File: config.mk
export PLATFORM = sky130hd
export DESIGN_NAME = photocell_array_flat
export DESIGN_NICKNAME = d
export VERILOG_FILES = /design/src/rtl/photocell_pkg.sv /design/src/rtl/photocell_if.sv /design/src/rtl/photocell_channel.sv /design/src/rtl/photocell_array.sv /design/src/flat_wrapper.sv
export SDC_FILE = /design/constraint.sdc
export NUM_CORES = 1
export LEC_CHECK = 0
export CAP_MARGIN = 25
export CORE_MARGIN = 2
export CORE_UTILIZATION = 62
export DETAILED_ROUTE_END_ITERATION = 8
export GPL_TIMING_DRIVEN = 0
export PLACE_DENSITY = 0.9
export REMOVE_ABC_BUFFERS = 1
export SLEW_MARGIN = 25
export SYNTH_ARGS = -nofsm -noshare
export SYNTH_HDL_FRONTEND = slang
export SYNTH_SLANG_ARGS = --single-unit
export TNS_END_PERCENT = 30
File: constraint.sdc
create_clock -name clk -period 2.7 [get_ports clk]
set_input_delay 0.405 -clock clk [delete_from_list [all_inputs] [get_ports clk]]
set_output_delay 0.405 -clock clk [all_outputs]
set_load 0.03 [all_outputs]
File: src/rtl/photocell_pkg.sv
// -----------------------------------------------------------------------------
// photocell_pkg
//
// Shared definitions for the photocell front-end.
//   mode_e      : per-channel edge select (OFF / RISE / FALL / BOTH).
//                 Bit 0 enables beam-restored events, bit 1 enables
//                 beam-broken events.
//   IDLE_LEVEL  : line level of an unobstructed beam. Used as the reset value
//                 of the synchroniser and the debounced level.
// -----------------------------------------------------------------------------
package photocell_pkg;

   typedef enum logic [1:0] {
      MODE_OFF  = 2'b00,
      MODE_RISE = 2'b01,
      MODE_FALL = 2'b10,
      MODE_BOTH = 2'b11
   } mode_e;

   localparam logic IDLE_LEVEL = 1'b1;

endpackage : photocell_pkg

File: src/rtl/photocell_if.sv
// -----------------------------------------------------------------------------
// photocell_if
//
// Bundle of the per-channel photocell buses.
//   in    : raw photocell levels, 1 = beam intact, 0 = beam broken
//   mode  : per-channel edge select, channel i at bits [2i+1:2i]
//   pulse : one-cycle event strobe per channel
//   level : debounced line level per channel
//   stuck : beam held broken for the stuck threshold
//
// Modports:
//   master : the side driving the pins and mode (board / bench)
//   slave  : the photocell_array front-end
// -----------------------------------------------------------------------------
interface photocell_if #(
   parameter int N_CH = 2
);

   logic [N_CH-1:0]   in;
   logic [2*N_CH-1:0] mode;
   logic [N_CH-1:0]   pulse;
   logic [N_CH-1:0]   level;
   logic [N_CH-1:0]   stuck;

   modport master (
      output in,
      output mode,
      input  pulse,
      input  level,
      input  stuck
   );

   modport slave (
      input  in,
      input  mode,
      output pulse,
      output level,
      output stuck
   );

endinterface : photocell_if

File: src/rtl/photocell_channel.sv
// -----------------------------------------------------------------------------
// photocell_channel
//
// One photocell channel: synchroniser, debounce, edge/mode event logic and
// stuck-beam detection.
//
// Ports:
//   clk      in  : clock, all state on rising edge
//   rst      in  : asynchronous active-high reset
//   in_i     in  : raw photocell level (1 = beam intact)
//   mode_i   in  : edge select, see photocell_pkg::mode_e
//   pulse_o  out : one-cycle strobe after an accepted transition that
//                  matches mode_i
//   level_o  out : debounced level
//   stuck_o  out : beam broken for STUCK_CYC consecutive cycles
// -----------------------------------------------------------------------------
module photocell_channel
   import photocell_pkg::*;
#(
   parameter int SYNC_STAGES  = 2,
   parameter int DEBOUNCE_CYC = 4,
   parameter int STUCK_CYC    = 1024
) (
   input  logic       clk,
   input  logic       rst,
   input  logic       in_i,
   input  logic [1:0] mode_i,
   output logic       pulse_o,
   output logic       level_o,
   output logic       stuck_o
);

   localparam int DCNT_W = $clog2(DEBOUNCE_CYC + 1);
   localparam int SCNT_W = (STUCK_CYC > 0) ? $clog2(STUCK_CYC + 1) : 1;

   localparam logic [DCNT_W-1:0] DCNT_LAST = DCNT_W'(DEBOUNCE_CYC - 1);
   localparam logic [SCNT_W-1:0] SCNT_SAT  = SCNT_W'(STUCK_CYC);
   localparam logic              STUCK_EN  = (STUCK_CYC > 0);

   logic [SYNC_STAGES-1:0] sync_q,  sync_d;
   logic [DCNT_W-1:0]      dcnt_q,  dcnt_d;
   logic [SCNT_W-1:0]      scnt_q,  scnt_d;
   logic                   level_q, level_d;
   logic                   pulse_q, pulse_d;
   logic                   stuck_q, stuck_d;

   logic s;
   logic accept;
   logic edge_match;

   // Synchroniser: shift towards the MSB, the MSB is the settled sample.
   always_comb begin
      sync_d = {sync_q[SYNC_STAGES-2:0], in_i};
      s      = sync_q[SYNC_STAGES-1];
   end

   // Debounce: a differing level must be seen on DEBOUNCE_CYC consecutive
   // edges; the last of those edges accepts it.
   always_comb begin
      accept  = (s != level_q) && (dcnt_q == DCNT_LAST);
      dcnt_d  = dcnt_q;
      level_d = level_q;
      if (s == level_q) begin
         dcnt_d = '0;
      end else if (accept) begin
         dcnt_d  = '0;
         level_d = s;
      end else begin
         dcnt_d = dcnt_q + DCNT_W'(1);
      end
   end

   // Event filter: mode is looked at only on the accepting edge, so a mode
   // change can never create or cancel an event from another edge.
   always_comb begin
      if (s == IDLE_LEVEL) begin
         edge_match = (mode_i == MODE_RISE) || (mode_i == MODE_BOTH);
      end else begin
         edge_match = (mode_i == MODE_FALL) || (mode_i == MODE_BOTH);
      end
      pulse_d = accept && edge_match;
   end

   // Stuck detection: count edges spent with the debounced level broken.
   // The accepting edge of a restore clears the flag on that same edge,
   // alongside any restore pulse.
   always_comb begin
      scnt_d  = '0;
      stuck_d = 1'b0;
      if (STUCK_EN && (level_q != IDLE_LEVEL) && !accept) begin
         scnt_d  = (scnt_q == SCNT_SAT) ? scnt_q : scnt_q + SCNT_W'(1);
         stuck_d = (scnt_d == SCNT_SAT);
      end
   end

   always_ff @(posedge clk or posedge rst) begin
      if (rst) begin
         sync_q  <= {SYNC_STAGES{IDLE_LEVEL}};
         dcnt_q  <= '0;
         scnt_q  <= '0;
         level_q <= IDLE_LEVEL;
         pulse_q <= 1'b0;
         stuck_q <= 1'b0;
      end else begin
         sync_q  <= sync_d;
         dcnt_q  <= dcnt_d;
         scnt_q  <= scnt_d;
         level_q <= level_d;
         pulse_q <= pulse_d;
         stuck_q <= stuck_d;
      end
   end

   assign pulse_o = pulse_q;
   assign level_o = level_q;
   assign stuck_o = stuck_q;

endmodule : photocell_channel

File: src/rtl/photocell_array.sv
// -----------------------------------------------------------------------------
// photocell_array
//
// Multi-channel photocell front-end between the door/counter photocell pins
// and the occupancy counter. Each channel is an independent
// photocell_channel; this level only slices the buses.
//
// Ports:
//   clk  in    : clock, all state on rising edge
//   rst  in    : asynchronous active-high reset
//   bus  slave : photocell_if carrying in / mode / pulse / level / stuck
// -----------------------------------------------------------------------------
module photocell_array
   import photocell_pkg::*;
#(
   parameter int N_CH         = 2,
   parameter int SYNC_STAGES  = 2,
   parameter int DEBOUNCE_CYC = 4,
   parameter int STUCK_CYC    = 1024
) (
   input  logic        clk,
   input  logic        rst,
   photocell_if.slave  bus
);

   for (genvar i = 0; i < N_CH; i++) begin : g_ch
      photocell_channel #(
         .SYNC_STAGES  (SYNC_STAGES),
         .DEBOUNCE_CYC (DEBOUNCE_CYC),
         .STUCK_CYC    (STUCK_CYC)
      ) u_ch (
         .clk     (clk),
         .rst     (rst),
         .in_i    (bus.in[i]),
         .mode_i  (bus.mode[2*i +: 2]),
         .pulse_o (bus.pulse[i]),
         .level_o (bus.level[i]),
         .stuck_o (bus.stuck[i])
      );
   end

endmodule : photocell_array

File: src/flat_wrapper.sv
// flat-port wrapper written by rule: the top's interface ports become plain ports
module photocell_array_flat import photocell_pkg::*;
#(
   parameter int N_CH         = 2,
   parameter int SYNC_STAGES  = 2,
   parameter int DEBOUNCE_CYC = 4,
   parameter int STUCK_CYC    = 1024
)
  (clk, rst, bus_in, bus_mode, bus_pulse, bus_level, bus_stuck);
  photocell_if #(.N_CH(N_CH)) bus_i ();
  input  logic clk;
  input  logic rst;
  input wire logic [$bits(bus_i.in)-1:0] bus_in;
  input wire logic [$bits(bus_i.mode)-1:0] bus_mode;
  output wire logic [$bits(bus_i.pulse)-1:0] bus_pulse;
  output wire logic [$bits(bus_i.level)-1:0] bus_level;
  output wire logic [$bits(bus_i.stuck)-1:0] bus_stuck;
  assign bus_i.in = bus_in;
  assign bus_i.mode = bus_mode;
  assign bus_pulse = bus_i.pulse;
  assign bus_level = bus_i.level;
  assign bus_stuck = bus_i.stuck;
  photocell_array #(.N_CH(N_CH), .SYNC_STAGES(SYNC_STAGES), .DEBOUNCE_CYC(DEBOUNCE_CYC), .STUCK_CYC(STUCK_CYC)) u_core (.clk(clk), .rst(rst), .bus(bus_i));
endmodule
==> results of run 1 <==
logic make-up after synthesis:
logic type      Yosys count
compound gates           15
mux                       2
flops                    38
fa+ha+maj                 6
buf+inv                  19
xor+xnor                 23
simple gates             87
through the flow:
stage | setup WS [ns] | area [um2] | power (mW)
detailed placement | 0.715 | 2020 | 1.30
finish | 0.678 | 2080 | 1.59
CTS | 0.667 | 2080 | 1.60
floorplan | 0.908 | 1850 | 1.15
global route | 0.596 | 2080 | 1.70
global placement | 0.746 | 2020 | 1.26
sequential cells by signal (all words and copies together) (netlist names):
signal / count
u_core.g_ch.u_ch.scnt_q: 22
u_core.g_ch.u_ch.pulse_o: 2
u_core.g_ch.u_ch.dcnt_q: 6
u_core.g_ch.u_ch.stuck_o: 2
u_core.g_ch.u_ch.level_o: 2
u_core.g_ch.u_ch.sync_q: 4
cell type report:
cell class	instances	area, um2	share of cell area, %
Clock buffer	7	55.1	2.65
Sequential cell	38	958	46.1
Inverter	8	30.0	1.44
Timing Repair Buffer	13	130	6.25
Clock inverter	1	5.00	0.241
Multi-Input combinational cell	133	861	41.4
Tap cell	33	41.3	1.98
cell usage in the layout (no fill, tap or decap), types with 3 or more instances in the layout:
cell type	synthesis	layout
nor2_1	30	30
nor3_1	3	3
clkdlybuf4s50_1	0	13
nor2b_1	4	4
xnor2_1	13	13
ha_1	6	6
nand4_1	3	3
dfrtp_1	32	32
inv_1	8	7
nand2_1	10	10
nor4_1	4	4
a21oi_1	4	4
o21ai_0	4	4
xor2_1	10	10
nand3_1	11	11
dfstp_2	6	6
clkbuf_4	0	5
nor3b_1	3	3
and3_1	3	3
Yosys cell counts (4+ instances only):
cell | instances | area share (%)
ha_1 | 6 | 3.9
nand3_1 | 11 | 2.9
nor2_1 | 30 | 5.9
a21oi_1 | 4 | 1.0
dfstp_2 | 6 | 8.2
nor4_1 | 4 | 1.3
xor2_1 | 10 | 4.6
nor2b_1 | 4 | 1.3
xnor2_1 | 13 | 5.9
nand2_1 | 10 | 2.0
clkbuf_1 | 4 | 0.78
dfrtp_1 | 32 | 42
inv_1 | 8 | 1.6
o21ai_0 | 4 | 1.0
buf_4 | 6 | 2.4
metal layers:
layer | track usage, % | routed length, um | up-vias
met5 | 0 | 0 | -
met4 | 9.21 | 44 | 0
met3 | 8.08 | 123 | 5
met2 | 38.5 | 1720 | 32
met1 | 25.3 | 1390 | 644
li1 | - | - | 659
power by group through the flow:
stage / sequential, mW / combinational (mW) / clock, mW
floorplan: 0.804 / 0.345 / 0
global placement: 0.783 / 0.474 / 0
detailed placement: 0.796 / 0.501 / 0
CTS: 0.786 / 0.503 / 0.312
global route: 0.805 / 0.565 / 0.332
finish: 0.789 / 0.502 / 0.302
final timing paths:
kind / endpoint / slack [ns] / depth (start not counted)
max: bus_level[0] / 0.68 / 1
min: u_core.g_ch[0].u_ch.sync_q[1] / 0.36 / 0
max reg2reg: u_core.g_ch[1].u_ch.stuck_o / 0.71 / 6
min reg2reg: u_core.g_ch[0].u_ch.sync_q[1] / 0.36 / 0
max in group asynchronous: u_core.g_ch[0].u_ch.scnt_q[8] / 1.72 / 2
min in group asynchronous: u_core.g_ch[0].u_ch.scnt_q[10] / 0.51 / 2
==> results.py, run 1 <==
metrics = {
    "status": {
        "outcome": "finished clean",
    },
    "detailed_routing": {
        "drt-wirelength-per-cell_um": 14.0,
        "first_pass_iters": 6,
        "ant_nets": 0,
        "drt-initial-drc-count": 85,
        "routed_wl_um": 3270,
        "vias": 1340,
        "drc": 0,
        "route.detailed.vias_per_inst": 5.75,
    },
    "placed_design": {
        "port-buffer-count": 13,
        "dp.final_hpwl_um": 2330,
        "dp_cells": 225,
        "place_congestion": 0.844,
    },
    "setup_path": {
        "crit-reg2reg-launch": "u_core.g_ch[1].u_ch.scnt_q[0]",
        "cp.arrival_ns": 1.62,
        "cp-start-kind": "flip-flop",
        "cp_cell_sequence": "clkdlybuf4s50_1",
        "worst_ep_required_time_ns": 2.30,
        "path_class": "reg -> out",
        "cp_slowest_cell": "clkdlybuf4s50_1",
        "path_buf_inv": 1,
        "critPathMaxStageDelay_ns": 0.69,
        "worstSetupStartpoint": "u_core.g_ch[0].u_ch.level_o",
        "setup.worst_path.end_class": "primary output",
        "crit_fanout": 6,
        "critPathTopFamily": "buffers and inverters",
    },
    "cells_and_area": {
        "n_antenna_cell": 0,
        "final_util_pct": 69.3,
        "nFillCells": 229,
        "final_cells": 233,
        "final_nets": 213,
        "synthToLayoutAreaGrowth_pct": 8.69,
        "drive_above_1_share_pct": 10.5,
    },
    "logic_synthesis": {
        "yosys_register_bits": 38,
        "yosysSeqAreaShare_pct": 50.1,
        "synth_compound_area_share_pct": 4.97,
        "muxShareOfSynthArea_pct": 1.18,
        "synth_xor_area_share_pct": 10.5,
        "synth_edf_count": 0,
        "yosysUniqueCellTypes": 38,
        "ys_warn_count": 0,
        "synthArstFlopShare_pct": 100,
        "synth-simple-area-share_pct": 24.4,
        "avgSynthCellArea_um2": 10.1,
        "synth_top_family_by_area": "simple AND/OR/NAND/NOR gates",
        "syn_area_um2": 1910,
        "synth_fa_ha_area_share_pct": 3.92,
        "netlist_instances": 190,
        "synth_top_flop_cell": "dfrtp_1",
    },
    "power": {
        "power_frac_comb_pct": 31.5,
        "clock_power_share_pct": 18.9,
        "switching_share_pct": 35.4,
        "seqPwrFrac_pct": 49.5,
        "switching_power_mw": 0.564,
        "power_density_nw_per_um2": 765,
        "p_leak_nw": 0.921,
        "intPower_mw": 1.03,
        "peakVddDrop_mv": 0.515,
    },
    "timing": {
        "worstMarginPinSlew_ns": 0.752,
        "worst_hold_slack_ns": 0.362,
        "fin_crit_sh_pct": 74.9,
        "final.setup.tns_ns": 0,
        "relSlewSlack_pct": 49.8,
        "min_period_ns": 2.02,
        "max_clock_freq_ghz": 0.495,
        "finalClockSkew_ns": 0.00802,
        "hold_viol_final": 0,
        "setup_viol": 0,
        "rsz0062_at_grt": "no",
        "drv_slew": 0,
    },
    "global_route": {
        "grt_max_degree": 39,
        "track_usage_pct": 22.4,
        "grt_pass1_vias": 1372,
        "grt-ovfl-total": 0,
        "grt_antenna_before_repair": 0,
        "grt_pass1_wl_um": 5860,
    },
    "die": {
        "fp-row-count": 20,
        "start_util_pct": 63.7,
        "dieArea_um2": 3550,
        "ios": 14,
        "core-area_um2": 3000,
        "fp.dieH_um": 59.6,
        "die_x_um": 59.6,
    },
    "cts": {
        "cts_made_buffers": 5,
        "cts_tree": "done",
        "clockBufferDepth": 2,
        "clock_latency_ns": 0.34,
        "path_clk_slew_ns": 0.10,
        "cts-htree-levels": 2,
        "hold_buffers": 0,
        "cts_root_buffer": "clkbuf_4",
        "cts_sinks": 38,
        "cts_setup_buffers": 0,
        "post_cts_resized": 0,
    },
    "flow_run": {
        "maxCapViolCount": 0,
    },
    "worst_hold_path": {
        "hp-class": "reg -> reg",
        "hold_path.startpoint": "u_core.g_ch[0].u_ch.sync_q[0]",
    },
}
No activity file was read; power rests on OpenSTA's default activity.
==> run 2, diff against run 1 <==
--- a/config.mk
+++ b/config.mk
@@ -7,10 +7,10 @@
 export LEC_CHECK = 0
 export CAP_MARGIN = 25
 export CORE_MARGIN = 2
-export CORE_UTILIZATION = 62
+export CORE_UTILIZATION = 52
 export DETAILED_ROUTE_END_ITERATION = 8
 export GPL_TIMING_DRIVEN = 0
-export PLACE_DENSITY = 0.9
+export PLACE_DENSITY = 0.81
 export REMOVE_ABC_BUFFERS = 1
 export SLEW_MARGIN = 25
 export SYNTH_ARGS = -nofsm -noshare
==> constraint.sdc (replaced) <==
create_clock -name clk -period 1.6 [get_ports clk]
set_input_delay 0.24 -clock clk [delete_from_list [all_inputs] [get_ports clk]]
set_output_delay 0.24 -clock clk [all_outputs]
set_load 0.03 [all_outputs]
==> run 2 against run 1 <==
Against the previous run:
- the run now ends with negative setup slack left
- clock power up 130%
- setup slack worse by 0.83 ns
- via count up 6.6%
- combinational power up 120%
- worst hold slack worse by 0.016 ns
- total power up 97%
- cell count up 14%
- design area up 16%
- clock-buffer cell count down 1
==> results.py, run 2 (synthesis gave the netlist of run 1 again) <==
metrics = {
    "die": {
        "fp-row-count": 22,
        "start_util_pct": 53.1,
        "dieArea_um2": 4180,
        "fp.dieH_um": 64.7,
        "ios": 14,
        "core-area_um2": 3610,
        "die_x_um": 64.7,
    },
    "detailed_routing": {
        "drt-wirelength-per-cell_um": 14.4,
        "drt-initial-drc-count": 92,
        "drc": 0,
        "first_pass_iters": 4,
        "route.detailed.vias_per_inst": 5.37,
        "vias": 1428,
        "ant_nets": 0,
        "routed_wl_um": 3830,
    },
    "worst_hold_path": {
        "whs_path_depth": 1,
        "hp-class": "in -> reg",
        "hold_path.startpoint": "bus_in[1]",
        "worstHoldEndpoint": "u_core.g_ch[1].u_ch.sync_q[0]",
    },
    "timing": {
        "min_period_ns": 1.75,
        "hold_viol_final": 0,
        "drv_slew": 0,
        "worstMarginPinSlew_ns": 0.763,
        "finalClockSkew_ns": 0.0101,
        "max_clock_freq_ghz": 0.571,
        "fin_ws_ns": -0.152,
        "rsz0062_at_grt": "yes",
        "relSlewSlack_pct": 49.0,
        "fin_crit_sh_pct": 110,
        "setup_viol": 6,
    },
    "global_route": {
        "grt_antenna_before_repair": 0,
        "grt_pass1_wl_um": 6090,
        "grt-ovfl-total": 0,
        "grt_max_degree": 39,
        "track_usage_pct": 19.1,
        "grt_pass1_vias": 1417,
    },
    "cts": {
        "cts_root_buffer": "clkbuf_8",
        "cts-htree-levels": 2,
        "cts_tree": "done",
        "clock_latency_ns": 0.29,
        "cts_sinks": 38,
        "path_clk_slew_ns": 0.08,
        "hold_buffers": 0,
        "clockBufferDepth": 2,
        "cts_made_buffers": 5,
    },
    "placed_design": {
        "dpl_cell_area_um2": 2040,
        "port-buffer-count": 13,
        "place_congestion": 0.827,
        "dp.final_hpwl_um": 2150,
        "dp_cells": 240,
    },
    "setup_path": {
        "worst_ep_required_time_ns": 1.84,
        "setup.worst_path.end_class": "flip-flop",
        "crit_fanout": 4,
        "cp.arrival_ns": 1.99,
        "worst-r2r-cell-count": 6,
        "timing.rr.end": "u_core.g_ch[1].u_ch.stuck_o",
        "crit-reg2reg-launch": "u_core.g_ch[1].u_ch.scnt_q[1]",
        "path_class": "reg -> reg",
        "r2r_setup_slack_ns": -0.15,
        "cp-start-kind": "flip-flop",
    },
    "cells_and_area": {
        "final_nets": 231,
        "final_cells": 266,
        "top_register": "u_core.g_ch.u_ch.scnt_q",
        "final_common_cell": "nor2_1",
        "final_cell_area_um2": 2410,
        "final_util_pct": 66.8,
        "nFillCells": 283,
        "largest_reg_flops": 22,
        "final_cell_mix": "nor2_1 (29), dfrtp_1 (23), buf_4 (15)",
        "largestRegisters": "u_core.g_ch.u_ch.scnt_q x22, u_core.g_ch.u_ch.dcnt_q x6, u_core.g_ch.u_ch.sync_q x4",
        "n_antenna_cell": 0,
        "drive_above_1_share_pct": 28.9,
        "synthToLayoutAreaGrowth_pct": 25.8,
    },
    "flow_run": {
        "maxCapViolCount": 0,
    },
    "power": {
        "p_leak_nw": 1.03,
        "peakVddDrop_mv": 1.04,
        "power_density_nw_per_um2": 1300,
    },
    "status": {
        "violations": "negative setup slack",
        "outcome": "finished, violations left",
    },
}
## run 2: changes by cell type in the layout (fill, tap and decap cells not counted), sizes merged
cell           before  now
dlygate4sd2         0    2
buf                 0   18
clkbuf              7    6
clkdlybuf4s50      13   11
clkinvlp            0    1
## run 2: worst max path at each step
stage	startpoint	endpoint	slack [ns]	depth (start not counted)
after floorplan	u_core.g_ch[1].u_ch.scnt_q[0]	u_core.g_ch[1].u_ch.stuck_o	-0.19	6
after global placement	u_core.g_ch[1].u_ch.scnt_q[0]	u_core.g_ch[1].u_ch.stuck_o	-0.36	6
after detailed placement	u_core.g_ch[1].u_ch.scnt_q[0]	u_core.g_ch[1].u_ch.stuck_o	-0.39	6
after CTS	u_core.g_ch[1].u_ch.scnt_q[1]	u_core.g_ch[1].u_ch.stuck_o	-0.17	6
after global routing	u_core.g_ch[1].u_ch.scnt_q[1]	u_core.g_ch[1].u_ch.stuck_o	-0.22	6
final	u_core.g_ch[1].u_ch.scnt_q[1]	u_core.g_ch[1].u_ch.stuck_o	-0.15	6
## run 2: metal layers
metal	vias up	wire length [um]	track usage [%]
li1	687	-	-
met1	703	1550	20.3
met2	29	2080	35.5
met3	9	114	5.38
met4	0	87	7.71
met5	-	0	0
## run 2: worst max-delay path: stages, from the launching register on
cell and delay, ns:
dfrtp_1 0.40, ha_4 0.17, and4_4 0.24, or3b_1 0.37
xor2_1 0.15, nor2_1 0.13, and4bb_2 0.23
## run 2: cell type report
| cell class | count | area (um2) | area share, % |
|---|---|---|---|
| clock buffer | 6 | 82.6 | 3.43 |
| clock inverter | 2 | 12.5 | 0.519 |
| inverter | 8 | 30.0 | 1.25 |
| multi-input combinational | 133 | 980 | 40.7 |
| sequential | 38 | 970 | 40.3 |
| tap | 48 | 60.1 | 2.49 |
| timing repair buffer | 31 | 274 | 11.4 |
## run 2: report_power, final
part	internal [mW]	switching, mW	leakage [nW]
Combinational	0.537	0.582	0.496
Clock	0.346	0.338	0.0472
Sequential	1.14	0.185	0.485
## run 2: repair_timing
action,in CTS,in global routing
endpoints found under the hold margin,0,0
setup buffers,14,4
pin swaps,7,7
gates resized for setup,21,14
endpoints found under the setup margin,7,7
## run 2: stage by stage
| stage | worst slack, ns | hold WS (ns) | setup TNS [ns] | total power [mW] |
|---|---|---|---|---|
| 2_1_floorplan | -0.192 | 0.244 | -0.192 | 1.94 |
| 3_3_place_gp | -0.363 | 0.346 | -9.69 | 2.15 |
| 3_5_place_dp | -0.389 | 0.347 | -0.758 | 2.18 |
| 4_1_cts | -0.169 | 0.335 | -0.215 | 3.06 |
| 5_1_grt | -0.218 | 0.336 | -1.01 | 3.34 |
| 6_report | -0.152 | 0.346 | -0.376 | 3.13 |
==> run 3, diff against run 2 <==
--- a/config.mk
+++ b/config.mk
@@ -5,7 +5,6 @@
 export SDC_FILE = /design/constraint.sdc
 export NUM_CORES = 1
 export LEC_CHECK = 0
-export CAP_MARGIN = 25
 export CORE_MARGIN = 2
 export CORE_UTILIZATION = 52
 export DETAILED_ROUTE_END_ITERATION = 8
==> results of run 3 <==
Final layout, timing and power as in run 2 (identical DEF).
